**config.mk**
```make
export PLATFORM = sky130hd
export DESIGN_NAME = buzzer_driver_flat
export DESIGN_NICKNAME = d
export VERILOG_FILES = /design/src/rtl/buzzer_driver_if.sv /design/src/rtl/buzzer_driver.sv /design/src/flat_wrapper.sv
export SDC_FILE = /design/constraint.sdc
export NUM_CORES = 1
export LEC_CHECK = 0
export ABC_AREA = 1
export CAP_MARGIN = 20
export CORE_MARGIN = 4
export CORE_UTILIZATION = 40
export CTS_CLUSTER_SIZE = 28
export DETAILED_ROUTE_END_ITERATION = 10
export PLACE_DENSITY = 0.68
export SLEW_MARGIN = 30
export SYNTH_ARGS = -nofsm -noshare
export SYNTH_HDL_FRONTEND = slang
export SYNTH_SLANG_ARGS = --single-unit
```
**constraint.sdc**
```tcl
create_clock -name clk -period 2.2 [get_ports clk]
set_input_delay 0.44 -clock clk [delete_from_list [all_inputs] [get_ports clk]]
set_output_delay 0.44 -clock clk [all_outputs]
set_load 0.1 [all_outputs]
```
**src/rtl/buzzer_driver_if.sv**
```systemverilog
// Request/status bundle between the control FSM and the buzzer driver.
// The master issues burst requests; the slave drives the pin and reports progress.
interface buzzer_driver_if;
    logic       start;
    logic [2:0] count;
    logic [1:0] tone_sel;
    logic       stop;
    logic       buzzer;
    logic       busy;
    logic       done;

    modport master (output start, count, tone_sel, stop, input buzzer, busy, done);
    modport slave  (input start, count, tone_sel, stop, output buzzer, busy, done);
endinterface

```
**src/rtl/buzzer_driver.sv**
```systemverilog
// Piezo buzzer burst generator: 1-7 square-wave beeps of selectable pitch,
// separated by silent gaps, with busy/done status and abort.
module buzzer_driver #(
    parameter int TONE_HALF_BASE = 12500,
    parameter int BEEP_CYCLES    = 5000000,
    parameter int GAP_CYCLES     = 5000000
) (
    input  logic            clk,
    input  logic            rst,
    buzzer_driver_if.slave  bus
);
    localparam int TW   = $clog2(TONE_HALF_BASE << 3);
    localparam int DMAX = (BEEP_CYCLES > GAP_CYCLES) ? BEEP_CYCLES : GAP_CYCLES;
    localparam int DW   = (DMAX > 1) ? $clog2(DMAX) : 1;

    localparam logic [DW-1:0] BEEP_LAST = DW'(BEEP_CYCLES - 1);
    localparam logic [DW-1:0] GAP_LAST  = DW'(GAP_CYCLES - 1);

    localparam logic [1:0] S_IDLE = 2'd0;
    localparam logic [1:0] S_BEEP = 2'd1;
    localparam logic [1:0] S_GAP  = 2'd2;
    localparam logic [1:0] S_DONE = 2'd3;

    logic [1:0]    state;
    logic [TW-1:0] tone_cnt;
    logic [DW-1:0] dur_cnt;
    logic [2:0]    rem_cnt;
    logic [1:0]    tone_q;
    logic          buzzer_q, busy_q, done_q;
    logic [TW-1:0] half_last;

    // Widened before the subtract: the top pitch's full half-period can overflow TW bits.
    always_comb half_last = TW'((TONE_HALF_BASE << tone_q) - 1);

    always_ff @(posedge clk) begin
        if (rst) begin
            state    <= S_IDLE;
            tone_cnt <= '0;
            dur_cnt  <= '0;
            rem_cnt  <= '0;
            tone_q   <= '0;
            buzzer_q <= 1'b0;
            busy_q   <= 1'b0;
            done_q   <= 1'b0;
        end else begin
            case (state)
                S_IDLE: begin
                    done_q <= 1'b0;
                    if (bus.start && bus.count != 3'd0) begin
                        rem_cnt  <= bus.count;
                        tone_q   <= bus.tone_sel;
                        state    <= S_BEEP;
                        busy_q   <= 1'b1;
                        buzzer_q <= 1'b1;
                        tone_cnt <= '0;
                        dur_cnt  <= '0;
                    end
                end
                S_BEEP: begin
                    if (bus.stop) begin
                        state    <= S_IDLE;
                        buzzer_q <= 1'b0;
                        busy_q   <= 1'b0;
                        tone_cnt <= '0;
                        dur_cnt  <= '0;
                        rem_cnt  <= '0;
                    end else if (dur_cnt == BEEP_LAST) begin
                        buzzer_q <= 1'b0;
                        tone_cnt <= '0;
                        dur_cnt  <= '0;
                        if (rem_cnt > 3'd1) begin
                            rem_cnt <= rem_cnt - 3'd1;
                            state   <= S_GAP;
                        end else begin
                            rem_cnt <= '0;
                            state   <= S_DONE;
                            busy_q  <= 1'b0;
                            done_q  <= 1'b1;
                        end
                    end else begin
                        dur_cnt <= dur_cnt + 1'b1;
                        if (tone_cnt == half_last) begin
                            tone_cnt <= '0;
                            buzzer_q <= ~buzzer_q;
                        end else begin
                            tone_cnt <= tone_cnt + 1'b1;
                        end
                    end
                end
                S_GAP: begin
                    if (bus.stop) begin
                        state    <= S_IDLE;
                        buzzer_q <= 1'b0;
                        busy_q   <= 1'b0;
                        tone_cnt <= '0;
                        dur_cnt  <= '0;
                        rem_cnt  <= '0;
                    end else if (dur_cnt == GAP_LAST) begin
                        // Every beep restarts its tone phase high.
                        state    <= S_BEEP;
                        buzzer_q <= 1'b1;
                        tone_cnt <= '0;
                        dur_cnt  <= '0;
                    end else begin
                        dur_cnt <= dur_cnt + 1'b1;
                    end
                end
                S_DONE: begin
                    done_q <= 1'b0;
                    state  <= S_IDLE;
                end
                default: state <= S_IDLE;
            endcase
        end
    end

    assign bus.buzzer = buzzer_q;
    assign bus.busy   = busy_q;
    assign bus.done   = done_q;
endmodule

```
**src/flat_wrapper.sv**
```systemverilog
// flat-port wrapper written by rule: the top's interface ports become plain ports
module buzzer_driver_flat 
#(
    parameter int TONE_HALF_BASE = 12500,
    parameter int BEEP_CYCLES    = 5000000,
    parameter int GAP_CYCLES     = 5000000
)
  (clk, rst, bus_start, bus_count, bus_tone_sel, bus_stop, bus_buzzer, bus_busy, bus_done);
  buzzer_driver_if bus_i ();
  input  logic clk;
  input  logic rst;
  input wire logic [$bits(bus_i.start)-1:0] bus_start;
  input wire logic [$bits(bus_i.count)-1:0] bus_count;
  input wire logic [$bits(bus_i.tone_sel)-1:0] bus_tone_sel;
  input wire logic [$bits(bus_i.stop)-1:0] bus_stop;
  output wire logic [$bits(bus_i.buzzer)-1:0] bus_buzzer;
  output wire logic [$bits(bus_i.busy)-1:0] bus_busy;
  output wire logic [$bits(bus_i.done)-1:0] bus_done;
  assign bus_i.start = bus_start;
  assign bus_i.count = bus_count;
  assign bus_i.tone_sel = bus_tone_sel;
  assign bus_i.stop = bus_stop;
  assign bus_buzzer = bus_i.buzzer;
  assign bus_busy = bus_i.busy;
  assign bus_done = bus_i.done;
  buzzer_driver #(.TONE_HALF_BASE(TONE_HALF_BASE), .BEEP_CYCLES(BEEP_CYCLES), .GAP_CYCLES(GAP_CYCLES)) u_core (.clk(clk), .rst(rst), .bus(bus_i));
endmodule
```
; After elaboration in Yosys (flattened, before gate mapping)
; Index checks and enable logic that the tools add are counted.
[word_totals]
register_bits = 50
elab_cells = 85
out_inout_bits = 3
[classes]
n_lt_le_gt_ge = 1
n_reduce_logical = 16
shifts = 1
bitwise_logic = 1
add_sub_neg = 4
n_eq_ne = 14
mux = 40
[op_table]
columns = operator, count
row1 = 17-bit two-way mux, 6
row2 = 23-bit two-way mux, 3
row3 = 17-bit one-hot mux with 3 select lines, 1
row4 = 23-bit one-hot mux with 2 select lines, 1
row5 = "23-bit by 1-bit adder with 23-bit output, second input constant", 1
row6 = "23-bit == test, second input constant", 1
row7 = "17-bit by 1-bit adder with 17-bit output, second input constant", 1
row8 = 17-bit == test, 1
row9 = "14-bit by 2-bit << shifter with 17-bit output, first input constant", 1
row10 = "17-bit by 2-bit subtractor with 17-bit output, second input constant", 1
row11 = 3-bit two-way mux, 5
row12 = 1-bit two-way mux, 14
row13 = 4-bit AND reduction, 3
row14 = 2-bit two-way mux, 5
row15 = 3-bit one-hot mux with 3 select lines, 1
row16 = 2-bit one-hot mux with 4 select lines, 1
row17 = "2-bit inequality test, second input constant", 3
row18 = "3-bit by 2-bit inequality test with 1-bit output, second input constant", 2
row19 = 1-bit one-hot mux with 3 select lines, 2
row20 = 3-bit AND reduction, 2
row21 = 3-bit nonzero test, 2
row22 = 5-bit AND reduction, 1
row23 = "2-bit == test, second input constant", 2
row24 = "2-bit by 1-bit inequality test with 1-bit output, second input constant", 2
row25 = other kinds (12), 15

; Depth between registers and ports, before layout
; Gate-level depths: netlist (run 1).
[depth]
word_depth = 7
mapped_depth = 17

; Least setup slack after synthesis (run 1)
; Ideal clock, no wire load.
[synth_path]
path_type = flip-flop to flip-flop
from = reg u_core.tone_q[1]
to = reg u_core.tone_cnt[12]
arrival_ps = 2000
setup_ps = 114
stages_incl_launch_ff = 18
path_slack_ps = 86
cell_sequence = dfxtp_1 inv_1 ha_1 inv_1 ha_1 nand2_1 nand2_1 inv_1 nand2_1 nor2_1 nand2_1 nor2_1 nand3_1 nand2_1 nand2_1 nand2_4 buf_6 nor2_1
[synth_between]
elab_chain_cells = 7
[synth_rtl]
columns = element, line_no
row1 = from (decl), buzzer_driver.sv:28  ; logic [1:0] tone_q;
row2 = from (signal assigned), buzzer_driver.sv:51  ; tone_q <= bus.tone_sel;
row3 = 14-bit by 2-bit << shifter with 17-bit output, buzzer_driver.sv:33  ; always_comb half_last = TW'((TONE_HALF_BASE << tone_q) - 1);
row4 = 17-bit by 2-bit subtractor with 17-bit output, buzzer_driver.sv:33
row5 = 17-bit == test, buzzer_driver.sv:82  ; if (tone_cnt == half_last) begin
row6 = 17-bit two-way mux, buzzer_driver.sv:82
row7 = 17-bit two-way mux, buzzer_driver.sv:67  ; end else if (dur_cnt == BEEP_LAST) begin
row8 = 17-bit two-way mux, buzzer_driver.sv:60  ; if (bus.stop) begin
row9 = 17-bit one-hot mux with 3 select lines, buzzer_driver.sv:46  ; case (state)
row10 = to (signal assigned), buzzer_driver.sv:86  ; tone_cnt <= tone_cnt + 1'b1;
row11 = to (decl), buzzer_driver.sv:25  ; logic [TW-1:0] tone_cnt;
; No other way between the ends.
; A chain may end at the register's enable or synchronous reset.

; Final worst setup path (run 1)
[layout_path]
from = reg u_core.state[0]
to = reg u_core.dur_cnt[11]
[layout_between]
elab_chain_cells = 4
word_cells_on_any_way = 8
[layout_rtl]
columns = element, line_no
row1 = from (decl), buzzer_driver.sv:24  ; logic [1:0] state;
row2 = from (signal assigned), buzzer_driver.sv:37  ; state <= S_IDLE;
row3 = from (signal assigned), buzzer_driver.sv:52  ; state <= S_BEEP;
row4 = from (signal assigned), buzzer_driver.sv:61  ; state <= S_IDLE;
row5 = 2-bit by 1-bit == test with 1-bit output / 2-bit == test (equally long branches), buzzer_driver.sv:46
row6 = 2-bit OR reduction (no line), --
row7 = 2-bit nonzero test (no line), --
row8 = 2-bit AND reduction (no line), --
row9 = to (signal assigned), buzzer_driver.sv:81  ; dur_cnt <= dur_cnt + 1'b1;
row10 = to (signal assigned), buzzer_driver.sv:105  ; dur_cnt <= dur_cnt + 1'b1;
row11 = to (decl), buzzer_driver.sv:26  ; logic [DW-1:0] dur_cnt;
; Several ways; a longest one is shown, not always the timed one.

==> reports/qor.yml, run 1 <==
final_layout:
  n_antenna_cell: 0
  drive_gt1_share_pct: 14.0
  area_delta_synth_final_pct: 14.3
  stdcell_count: 625
  final_nets: 550
critical_path:
  crit_chain: "inv_1, ha_1, inv_1, o21ai_4, inv_2, nor2_2, nand2_1, nor2_1, nand3_1, nand2_1, nor2_1"
  cp_data_arrival_time_ps: 2180
  required_ps: 2400
  cp_num_buf_inv: 3
  end_kind: "flop"
  rr_worst_depth: 11
  cp-start-kind: "flop"
  crit_cells: 11
  slowest_stage: "dfxtp_1"
  crit_family: "simple AND/OR/NAND/NOR gates"
  crit_fanout: 5
  critical_path_class: "flop to flop"
  max_stage_delay_ps: 400
sta:
  period_minus_slack_ps: 1980
  finalHoldViolCount: 0
  rsz0062_at_grt: "no"
  finalClockSkew_ps: 8.96
  finalSetupViolCount: 0
  slew-limit-headroom_pct: 74.1
  maxSlewViolCount: 0
  fin_tns_setup_ps: 0
  tightest_slew_ps: 384
  max_freq_ghz: 0.504
  finalCritPeriodShare_pct: 90.2
clocking:
  htree_levels: 2
  cts_sinks: 50
  cts.clk_slew.worst_paths_ps: 90
  cts_buffers: 5
  cts_root_buffer: "clkbuf_8"
  cts_max_path_buffers: 2
  cts_tree: "built"
  insertion_delay_ps: 300
logic_synthesis:
  syn_area_per_cell_sq_um: 6.60
  syn_inst: 491
  yosysWarnings: 0
  synth-seq-cells: 50
  synth_area_sq_mm: 0.00324
  seq_area_frac_synth_pct: 30.9
  synth_cell_type_count: 41
  synthArstFlopShare_pct: 0
  syn-num-nets: 517
  ys.flop_type: "dfxtp_1"
  synth_edf_count: 0
power:
  vdd_ir_drop_max_mv: 0.312
  intPower_w: 0.00189
  cellLeakagePower_nw: 1.56
  p_sw_share_pct: 43.7
  combinationalPowerShare_pct: 51.0
  netSwitchingPower_w: 0.00146
  power_density_mw_per_mm2: 903
  p_clk_share_pct: 15.9
  p_seq_share_pct: 33.0
die:
  die_w_microns: 98.0
  start_util_pct: 41.5
  dieArea_sq_mm: 0.00961
  pin_count: 12
  row_count: 32
  core_area_sq_mm: 0.00781
  die_h_microns: 98.0
grt:
  antenna_found_initial: 0
  grt_usage_pct: 15.3
  grt_pass1_wl_microns: 12400
  grt-ovfl-total: 0
  grt_pass1_vias: 2853
  grt_max_degree: 18
route:
  vias: 3041
  avgRoutedWirePerCell_microns: 11.5
  firstDrtPassIters: 4
  routed_wl_microns: 7210
  ant_nets: 0
  vias_per_cell: 4.87
  drc_errors: 0
  drt_iter0_markers: 113
hold_path:
  min_path_type: "flop to flop"
  hold_path_depth: 2
place:
  place.gp.congestion: 0.880
  io_buffers: 11
  dp.cells: 614
  dpl.hpwl_microns: 5600
run_status:
  status: "finished clean"
run:
  cap_viol_max_count: 0
## cells in the final DEF (no fill, tap or decap), types with 2 or more instances in the layout
cell type and n:
nor3b_1 3, inv_1 72, ha_1 16, nand2_2 7, o21ai_1 7, or2_2 3
xnor2_1 2, nand3_1 34, dfxtp_1 48, buf_4 20, a211oi_1 2, nor3_1 15
nand3b_1 2, nand3_2 2, nand4_1 4, a21oi_1 22, nor2_4 2, o21a_1 3
inv_2 4, clkinv_1 2, o21ai_0 23, clkdlybuf4s50_1 8, clkbuf_8 6, nor2_2 12
nand2_1 107, nor2_1 67, xor2_1 7, nand2_8 2, nand2_4 4
## repair_timing
action                     4_1_cts  5_1_grt
setup buffers                    0        3
pin swaps                        0        5
resized for setup                1       14
cloned                           0        2
setup endpoints to repair       12       20
hold buffers                     0        0
## worst register-to-register path: stages, from the launching register on
cell and delay, ps:
dfxtp_1 400, inv_1 90, ha_1 310, inv_1 120, o21ai_4 260, inv_2 120, nor2_2 120, nand2_1 100
nor2_1 170, nand3_1 90, nand2_1 60, nor2_1 40
## kinds of logic after synthesis
family | count (synthesis) | synth area share (%)
AO/OA/AOI/OAI | 64 | 11.0
buffers and inverters | 84 | 10.5
AND/OR/NAND/NOR | 267 | 38.6
adder cells (fa/ha/maj) | 17 | 6.56
XOR/XNOR | 9 | 2.43
flip-flops | 50 | 30.9
## final timing paths
check,startpoint,endpoint,slack [ps]
worst max-delay path,u_core.state[0]$_SDFFE_PP0P_,u_core.dur_cnt[11]$_SDFFE_PP0P_,220
worst min-delay path,u_core.bus.done$_SDFFE_PP0P_,u_core.bus.done$_SDFFE_PP0P_,460
worst max register to register,u_core.state[0]$_SDFFE_PP0P_,u_core.dur_cnt[11]$_SDFFE_PP0P_,220
worst min register to register,u_core.bus.done$_SDFFE_PP0P_,u_core.bus.done$_SDFFE_PP0P_,460
## stage by stage
stage	instance area (sq um)	setup WS (ps)	util, %	hold slack, ps	power (W)
finish	3700	216	47.5	465	0.00335
global route	3700	7.63	47.5	497	0.00362
CTS	3620	59.9	46.4	466	0.00327
detailed placement	3540	23.1	45.3	454	0.00271
global placement	3540	31.1	45.3	447	0.00268
floorplan	3240	86.1	-	441	0.00231
## flip-flops by register name, summed over array words and instances, names as in the netlist
register / count
u_core.bus.busy: 1
u_core.bus.buzzer: 1
u_core.bus.done: 1
u_core.dur_cnt: 23
u_core.rem_cnt: 3
u_core.state: 2
u_core.tone_cnt: 17
u_core.tone_q: 2
## synthesized netlist by cell type, types with 2 or more instances
cell type / count / area share, %
dfxtp_1: 50 / 31
o21ai_1: 7 / 1.1
nand2_2: 5 / 0.96
o21a_1: 3 / 0.69
nand3_2: 2 / 0.62
nor2_1: 69 / 8.0
buf_4: 2 / 0.46
nand2_8: 2 / 1.2
nor3_1: 15 / 2.3
a21oi_1: 22 / 3.4
nor2_4: 2 / 0.69
inv_1: 74 / 8.6
or2_2: 3 / 0.58
nand4_1: 4 / 0.77
xor2_1: 7 / 1.9
nand3b_1: 2 / 0.46
xnor2_1: 2 / 0.54
inv_2: 3 / 0.35
clkinv_1: 2 / 0.23
nand2_1: 109 / 13
o21ai_0: 23 / 3.6
a211oi_1: 2 / 0.46
buf_6: 2 / 0.69
nand3_1: 34 / 5.2
nor3b_1: 3 / 0.69
nand2_4: 2 / 0.69
nor2_2: 10 / 1.9
ha_1: 17 / 6.6
## power by group through the flow
stage	Sequential, W	Combinational, W	Clock (W)
floorplan	0.00122	0.00109	0
global placement	0.00111	0.00157	0
detailed placement	0.00112	0.00160	0
CTS	0.00110	0.00161	0.000554
global route	0.00112	0.00191	0.000591
finish	0.00111	0.00171	0.000533
## layer usage
metal	vias to the layer above	track usage, %	wire length, microns
li1	1620	-	-
met1	1361	20.3	3480
met2	44	25.0	3400
met3	16	3.07	196
met4	0	4.58	132
met5	-	0	0
## area by class of cell
cell class	instances	area (sq um)
fill	816	4100
multi-input combinational	359	1950
sequential	50	1010
inverter	80	304
timing repair buffer	28	230
tap	102	128
clock buffer	6	82.6
No activity file was read; power rests on OpenSTA's default activity.
==> run 2, diff against run 1 <==
--- a/config.mk
+++ b/config.mk
@@ -11,7 +11,6 @@
 export CORE_UTILIZATION = 40
 export CTS_CLUSTER_SIZE = 28
 export DETAILED_ROUTE_END_ITERATION = 10
-export PLACE_DENSITY = 0.68
 export SLEW_MARGIN = 30
 export SYNTH_ARGS = -nofsm -noshare
 export SYNTH_HDL_FRONTEND = slang
==> run 2 against run 1 <==
Compared with the run above:
- worst hold slack worse by 4.2 ps
- count of clock-buffer cells in the layout stayed put
- global-route usage is 0.13 points higher
- combinational power hardly changed
- power is 0.73% lower
- critical endpoint is now u_core.tone_cnt[12]$_SDFFE_PP0P_
==> reports/qor.yml, run 2 (same netlist as run 1, synthesis figures left out) <==
place:
  dp_slack_ps: -11.8  # -34.9 ps
  dp.cells: 614  # unchanged
  place.gp.congestion: 0.877  # -0.26%
  dpl.hpwl_microns: 5760  # +2.9%
  io_buffers: 11  # unchanged
hold_path:
  min_path_type: "flop to flop"
final_layout:
  top_register: "u_core.dur_cnt"
  final_nets: 548  # -0.36%
  final_cell_mix: "nand2_1, inv_1, nor2_1, dfxtp_1, nand3_1"
  layout_commonest_cell: "nand2_1"
  reg.largest.list: "u_core.dur_cnt x23, u_core.tone_cnt x17, u_core.rem_cnt x3"
  postLayoutCoreUtil_pct: 47.4  # -0.080 points
  drive_gt1_share_pct: 13.4  # -0.55 points
  area_delta_synth_final_pct: 14.1
  largest_reg_flops: 23  # unchanged
  fillCellCount: 825  # +1.1%
  n_antenna_cell: 0  # unchanged
  stdcell_count: 624  # -0.16%
sta:
  finalWorstSetupSlack_ps: 145  # -71.0 ps
  max_freq_ghz: 0.487  # -3.5%
  period_minus_slack_ps: 2060  # +71.0 ps
  finalHoldViolCount: 0  # unchanged
  maxSlewViolCount: 0  # unchanged
  rsz0062_at_grt: "no"
  slew-limit-headroom_pct: 72.3  # -1.8 points
  finalSetupViolCount: 0  # unchanged
  finalClockSkew_ps: 13.3  # +4.30 ps
  finalCritPeriodShare_pct: 93.4  # +3.2 points
  tightest_slew_ps: 412  # +27.4 ps
route:
  firstDrtPassIters: 4  # unchanged
  ant_nets: 0  # unchanged
  vias_per_cell: 4.85  # -0.33%
  drc_errors: 0  # unchanged
  routed_wl_microns: 7320  # +1.4%
  drt_iter0_markers: 123  # +8.8%
  avgRoutedWirePerCell_microns: 11.7  # +1.6%
  vias: 3026  # -0.49%
die:
  row_count: 32  # unchanged
  dieArea_sq_mm: 0.00961  # unchanged
  start_util_pct: 41.5  # unchanged
  die_w_microns: 98.0  # unchanged
  die_h_microns: 98.0  # unchanged
  core_area_sq_mm: 0.00781  # unchanged
  pin_count: 12  # unchanged
clocking:
  cts_hold_buf: 0  # unchanged
  cts_max_path_buffers: 2  # unchanged
  cts.clk_slew.worst_paths_ps: 90  # about the same
  cts_sinks: 50  # unchanged
  cts_buffers: 5  # unchanged
  cts_root_buffer: "clkbuf_8"
  cts_tree: "built"
  insertion_delay_ps: 300  # about the same
  htree_levels: 2  # unchanged
grt:
  grt_usage_pct: 15.4  # +0.13 points
  grt_pass1_wl_microns: 12500  # +1.1%
  grt_max_degree: 18  # unchanged
  grt_pass1_vias: 2775  # -2.7%
  antenna_found_initial: 0  # unchanged
  grt-ovfl-total: 0  # unchanged
critical_path:
  crit_fanout: 8  # +3
  slowest_stage: "dfxtp_2"
  cp-start-kind: "flop"
  crit_chain: "inv_1, buf_4, ha_2, nor2_2, nand3b_1, nand2_1, nand2_1, nor2_1, nand3_1, nand2_2, nand2_4, nand2_4, nor2_1"
  max_stage_delay_ps: 350  # -50 ps
  end_kind: "flop"
  cp_data_arrival_time_ps: 2250  # +70 ps
  critical_path_class: "flop to flop"
  required_ps: 2400  # about the same
power:
  vdd_ir_drop_max_mv: 0.678  # +120%
  cellLeakagePower_nw: 1.55  # -0.68%
  total_power_w: 0.00332  # -0.73%
  power_density_mw_per_mm2: 898  # -0.57%
run:
  cap_viol_max_count: 0  # unchanged
run_status:
  status: "finished clean"
run 2: path summary, 6_finish.rpt:
path                                                     from                               end  slack, ps  depth (start not counted)
worst max-delay path            u_core.tone_q[0]$_SDFFE_PP0P_  u_core.tone_cnt[12]$_SDFFE_PP0P_        140                         13
worst min-delay path             u_core.bus.done$_SDFFE_PP0P_      u_core.bus.done$_SDFFE_PP0P_        460                          2
worst max register to register  u_core.tone_q[0]$_SDFFE_PP0P_  u_core.tone_cnt[12]$_SDFFE_PP0P_        140                         13
worst min register to register   u_core.bus.done$_SDFFE_PP0P_      u_core.bus.done$_SDFFE_PP0P_        460                          2
run 2: layout make-up:
type	instances	area (sq um)	area share, %
flip-flops and latches	50	1000	27.1
repair buffers	26	215	5.82
clock inverters	1	7.51	0.203
clock buffers	6	72.6	1.96
multi-input cells	359	1970	53.3
inverters	80	302	8.15
well taps	102	128	3.45
run 2: per-layer routing:
metal  share of wire (%)  track usage, %
met5                   0               0
met4                 1.0            4.47
met3                 3.3            2.00
met2                  45            24.8
met1                  50            21.5
run 2: report_power, final:
part | switching (W) | leakage [nW] | internal (W)
Clock | 0.000301 | 0.0373 | 0.000219
Combinational | 0.00107 | 1.10 | 0.000638
Sequential | 0.0000839 | 0.406 | 0.00101
run 2: critical path, delay by kind of cell, from the launching register on:
kind | cells | cell delay, ps
AND/OR/NAND/NOR | 10 | 1140
flip-flops | 1 | 350
buffers and inverters | 2 | 250
adder cells (fa/ha/maj) | 1 | 200
run 2: repair_timing:
item / CTS / global route
pin swaps: 0 / 6
gates cloned: 0 / 2
resized for setup: 1 / 12
buffers inserted: 0 / 1
endpoints found under the setup margin: 5 / 18
run 2: through the flow:
step                      cell area (sq um)  setup TNS, ps  hold WS [ps]
after global routing                   3700              0           512
final                                  3700              0           460
after CTS                              3620              0           466
after floorplan                        3240              0           441
after global placement                 3540              0           448
after detailed placement               3540          -50.1           451
==> run 3, diff against run 2 <==
==> constraint.sdc (replaced) <==
create_clock -name clk -period 1.9 [get_ports clk]
set_input_delay 0.38 -clock clk [delete_from_list [all_inputs] [get_ports clk]]
set_output_delay 0.38 -clock clk [all_outputs]
set_load 0.1 [all_outputs]
==> run 3 against run 2 <==
Compared with the run above:
- sequential share of layout area decreased by 2.8 points
- wire length increased by 7.2%
- critical endpoint is now u_core.tone_cnt[6]$_SDFFE_PP0P_
- die area unchanged
- cell count increased by 5.4%
- maximum frequency increased by 9.7%
==> reports/qor.yml, run 3 (same netlist as run 1, synthesis figures left out) <==
critical_path:
  cp-start-kind: "flop"
  crit_fanout: 4  # -4
  cp_data_arrival_time_ps: 2090  # -160 ps
  r2r_start: "u_core.tone_q[0]$_SDFFE_PP0P_"
  end_kind: "flop"
  critical_path_class: "flop to flop"
  r2r-end: "u_core.tone_cnt[6]$_SDFFE_PP0P_"
  reg2reg_slack_ps: 30  # -120 ps
  required_ps: 2110  # -290 ps
  rr_worst_depth: 15  # +2
die:
  start_util_pct: 41.5  # unchanged
  die_h_microns: 98.0  # unchanged
  pin_count: 12  # unchanged
  row_count: 32  # unchanged
  die_w_microns: 98.0  # unchanged
  core_area_sq_mm: 0.00781  # unchanged
  dieArea_sq_mm: 0.00961  # unchanged
place:
  place.gp.congestion: 0.859  # -2.1%
  dp_slack_ps: -188  # -176 ps
  dpl_cell_area_sq_mm: 0.00384  # +8.4%
  io_buffers: 11  # unchanged
  dp.cells: 645  # +5.0%
  dpl.hpwl_microns: 6050  # +5.0%
sta:
  period_minus_slack_ps: 1870  # -182 ps
  max_freq_ghz: 0.534  # +9.7%
  slew-limit-headroom_pct: 70.9  # -1.4 points
  finalClockSkew_ps: 14.8  # +1.57 ps
  finalCritPeriodShare_pct: 98.6  # +5.2 points
  finalWorstSetupSlack_ps: 26.8  # -118 ps
  finalHoldViolCount: 0  # unchanged
  finalSetupViolCount: 0  # unchanged
  maxSlewViolCount: 0  # unchanged
  holdWs_ps: 460  # -0.209 ps
  rsz0062_at_grt: "yes"
  fin_tns_setup_ps: 0  # unchanged
  tightest_slew_ps: 432  # +20.2 ps
power:
  power_density_mw_per_mm2: 1080  # +21%
  vdd_ir_drop_max_mv: 0.739  # +9.0%
  p_clk_share_pct: 13.7  # -2.0 points
  cellLeakagePower_nw: 1.73  # +12%
  netSwitchingPower_w: 0.00190  # +30%
  intPower_w: 0.00261  # +40%
  p_sw_share_pct: 42.1  # -1.7 points
  combinationalPowerShare_pct: 57.6  # +6.2 points
  p_seq_share_pct: 28.7  # -4.3 points
final_layout:
  stdcell_count: 658  # +5.4%
  postLayoutCellArea_sq_mm: 0.00416  # +13%
  n_antenna_cell: 0  # unchanged
  area_delta_synth_final_pct: 28.4
  drive_gt1_share_pct: 24.5  # +11 points
  largest_reg_flops: 23  # unchanged
  final_nets: 581  # +6.0%
  final_cell_mix: "nand2_1, inv_1, nor2_1, buf_4, dfxtp_1"
  top_register: "u_core.dur_cnt"
  reg.largest.list: "u_core.dur_cnt x23, u_core.tone_cnt x17, u_core.rem_cnt x3"
  layout_commonest_cell: "nand2_1"
hold_path:
  hold_path_depth: 2  # unchanged
  min_path_type: "flop to flop"
  worstHoldStart: "u_core.bus.done$_SDFFE_PP0P_"
  hold_end: "u_core.bus.done$_SDFFE_PP0P_"
grt:
  grt-ovfl-total: 0  # unchanged
  grt_pass1_wl_microns: 13800  # +10%
  grt_usage_pct: 17.1  # +1.7 points
  grt_max_degree: 16  # -2
  grt_pass1_vias: 3048  # +9.8%
  antenna_found_initial: 0  # unchanged
clocking:
  cts.clk_slew.worst_paths_ps: 100  # about the same
  insertion_delay_ps: 310  # about the same
  cts_buffers: 5  # unchanged
  cts_max_path_buffers: 2  # unchanged
  cts_root_buffer: "clkbuf_8"
  htree_levels: 2  # unchanged
  cts_sinks: 50  # unchanged
  cts_tree: "built"
run:
  cap_viol_max_count: 0  # unchanged
route:
  ant_nets: 0  # unchanged
  drc_errors: 0  # unchanged
  vias: 3180  # +5.1%
  firstDrtPassIters: 4  # unchanged
  avgRoutedWirePerCell_microns: 11.9  # +1.7%
  vias_per_cell: 4.83  # -0.34%
  drt_iter0_markers: 205  # +67%
  routed_wl_microns: 7840  # +7.2%
run_status:
  status: "finished clean"
-- run 3: cell types whose count changed in the layout (fill, tap and decap cells not counted), moves of 3 or more --
cell / previous run / this run
buf_12: 0 / 3
buf_4: 18 / 46
dfxtp_1: 49 / 46
ha_1: 14 / 9
ha_4: 2 / 5
inv_1: 73 / 69
inv_4: 0 / 3
nand3_1: 34 / 31
nand3_2: 2 / 5
nor2_1: 68 / 55
nor2_2: 11 / 21
nor2_4: 2 / 5
-- run 3: what timing repair did --
item | in CTS | in global routing
setup buffers | 1 | 2
endpoints found under the setup margin | 18 | 45
hold buffers | 0 | 0
cloned | 2 | 0
gates resized for setup | 16 | 36
pin swaps | 10 | 18
endpoints found under the hold margin | 0 | 0
-- run 3: power groups by stage --
stage,Clock [W],Combinational [W],Sequential (W)
after floorplan,0,0.00128,0.00142
after global placement,0,0.00220,0.00129
after detailed placement,0,0.00223,0.00130
after CTS,0.000644,0.00242,0.00127
after global routing,0.000688,0.00291,0.00131
final,0.000618,0.00260,0.00129
-- run 3: metrics by stage --
stage	power [W]	util (%)
2_1_floorplan	0.00270	-
4_1_cts	0.00434	51.6
3_5_place_dp	0.00353	49.2
5_1_grt	0.00491	53.3
6_report	0.00451	53.3
3_3_place_gp	0.00350	49.2
-- run 3: layer usage --
| metal | GRT usage (%) | part of all wire [%] |
|---|---|---|
| met5 | 0 | 0 |
| met4 | 5.64 | 1.8 |
| met3 | 2.50 | 3.3 |
| met2 | 28.7 | 48 |
| met1 | 22.6 | 47 |
-- run 3: how the worst max path moves through the flow --
stage,start,end,slack (ps),cells past startpoint
2_1_floorplan,u_core.tone_q[0]$_SDFFE_PP0P_,u_core.tone_cnt[12]$_SDFFE_PP0P_,1,17
3_3_place_gp,bus_count[2],u_core.rem_cnt[1]$_SDFFE_PP0P_,-140,9
3_5_place_dp,bus_count[2],u_core.tone_cnt[11]$_SDFFE_PP0P_,-190,10
4_1_cts,u_core.tone_q[0]$_SDFFE_PP0P_,u_core.tone_cnt[0]$_SDFFE_PP0P_,-6,15
5_1_grt,u_core.tone_q[0]$_SDFFE_PP0P_,u_core.tone_cnt[1]$_SDFFE_PP0P_,-120,15
6_report,u_core.tone_q[0]$_SDFFE_PP0P_,u_core.tone_cnt[6]$_SDFFE_PP0P_,30,15
-- run 3: worst max-delay path: stages (launching register included) --
cell and delay, ps:
dfxtp_4 380, inv_4 70, ha_4 150, inv_4 40
ha_4 260, inv_2 30, nand2_2 60, nand3_2 50
nor2_1 90, nand2_1 70, nor2_2 90, nand3_2 100
nand2_2 120, nand2_4 120, nand2_4 120, nor2_1 40
-- run 3: layout make-up --
cell class / instances / area (sq um)
Fill cell: 810 / 3640
Multi-Input combinational cell: 359 / 2120
Sequential cell: 50 / 1010
Timing Repair Buffer: 59 / 508
Inverter: 80 / 313
Tap cell: 102 / 128
Clock buffer: 6 / 72.6
Clock inverter: 2 / 10.0
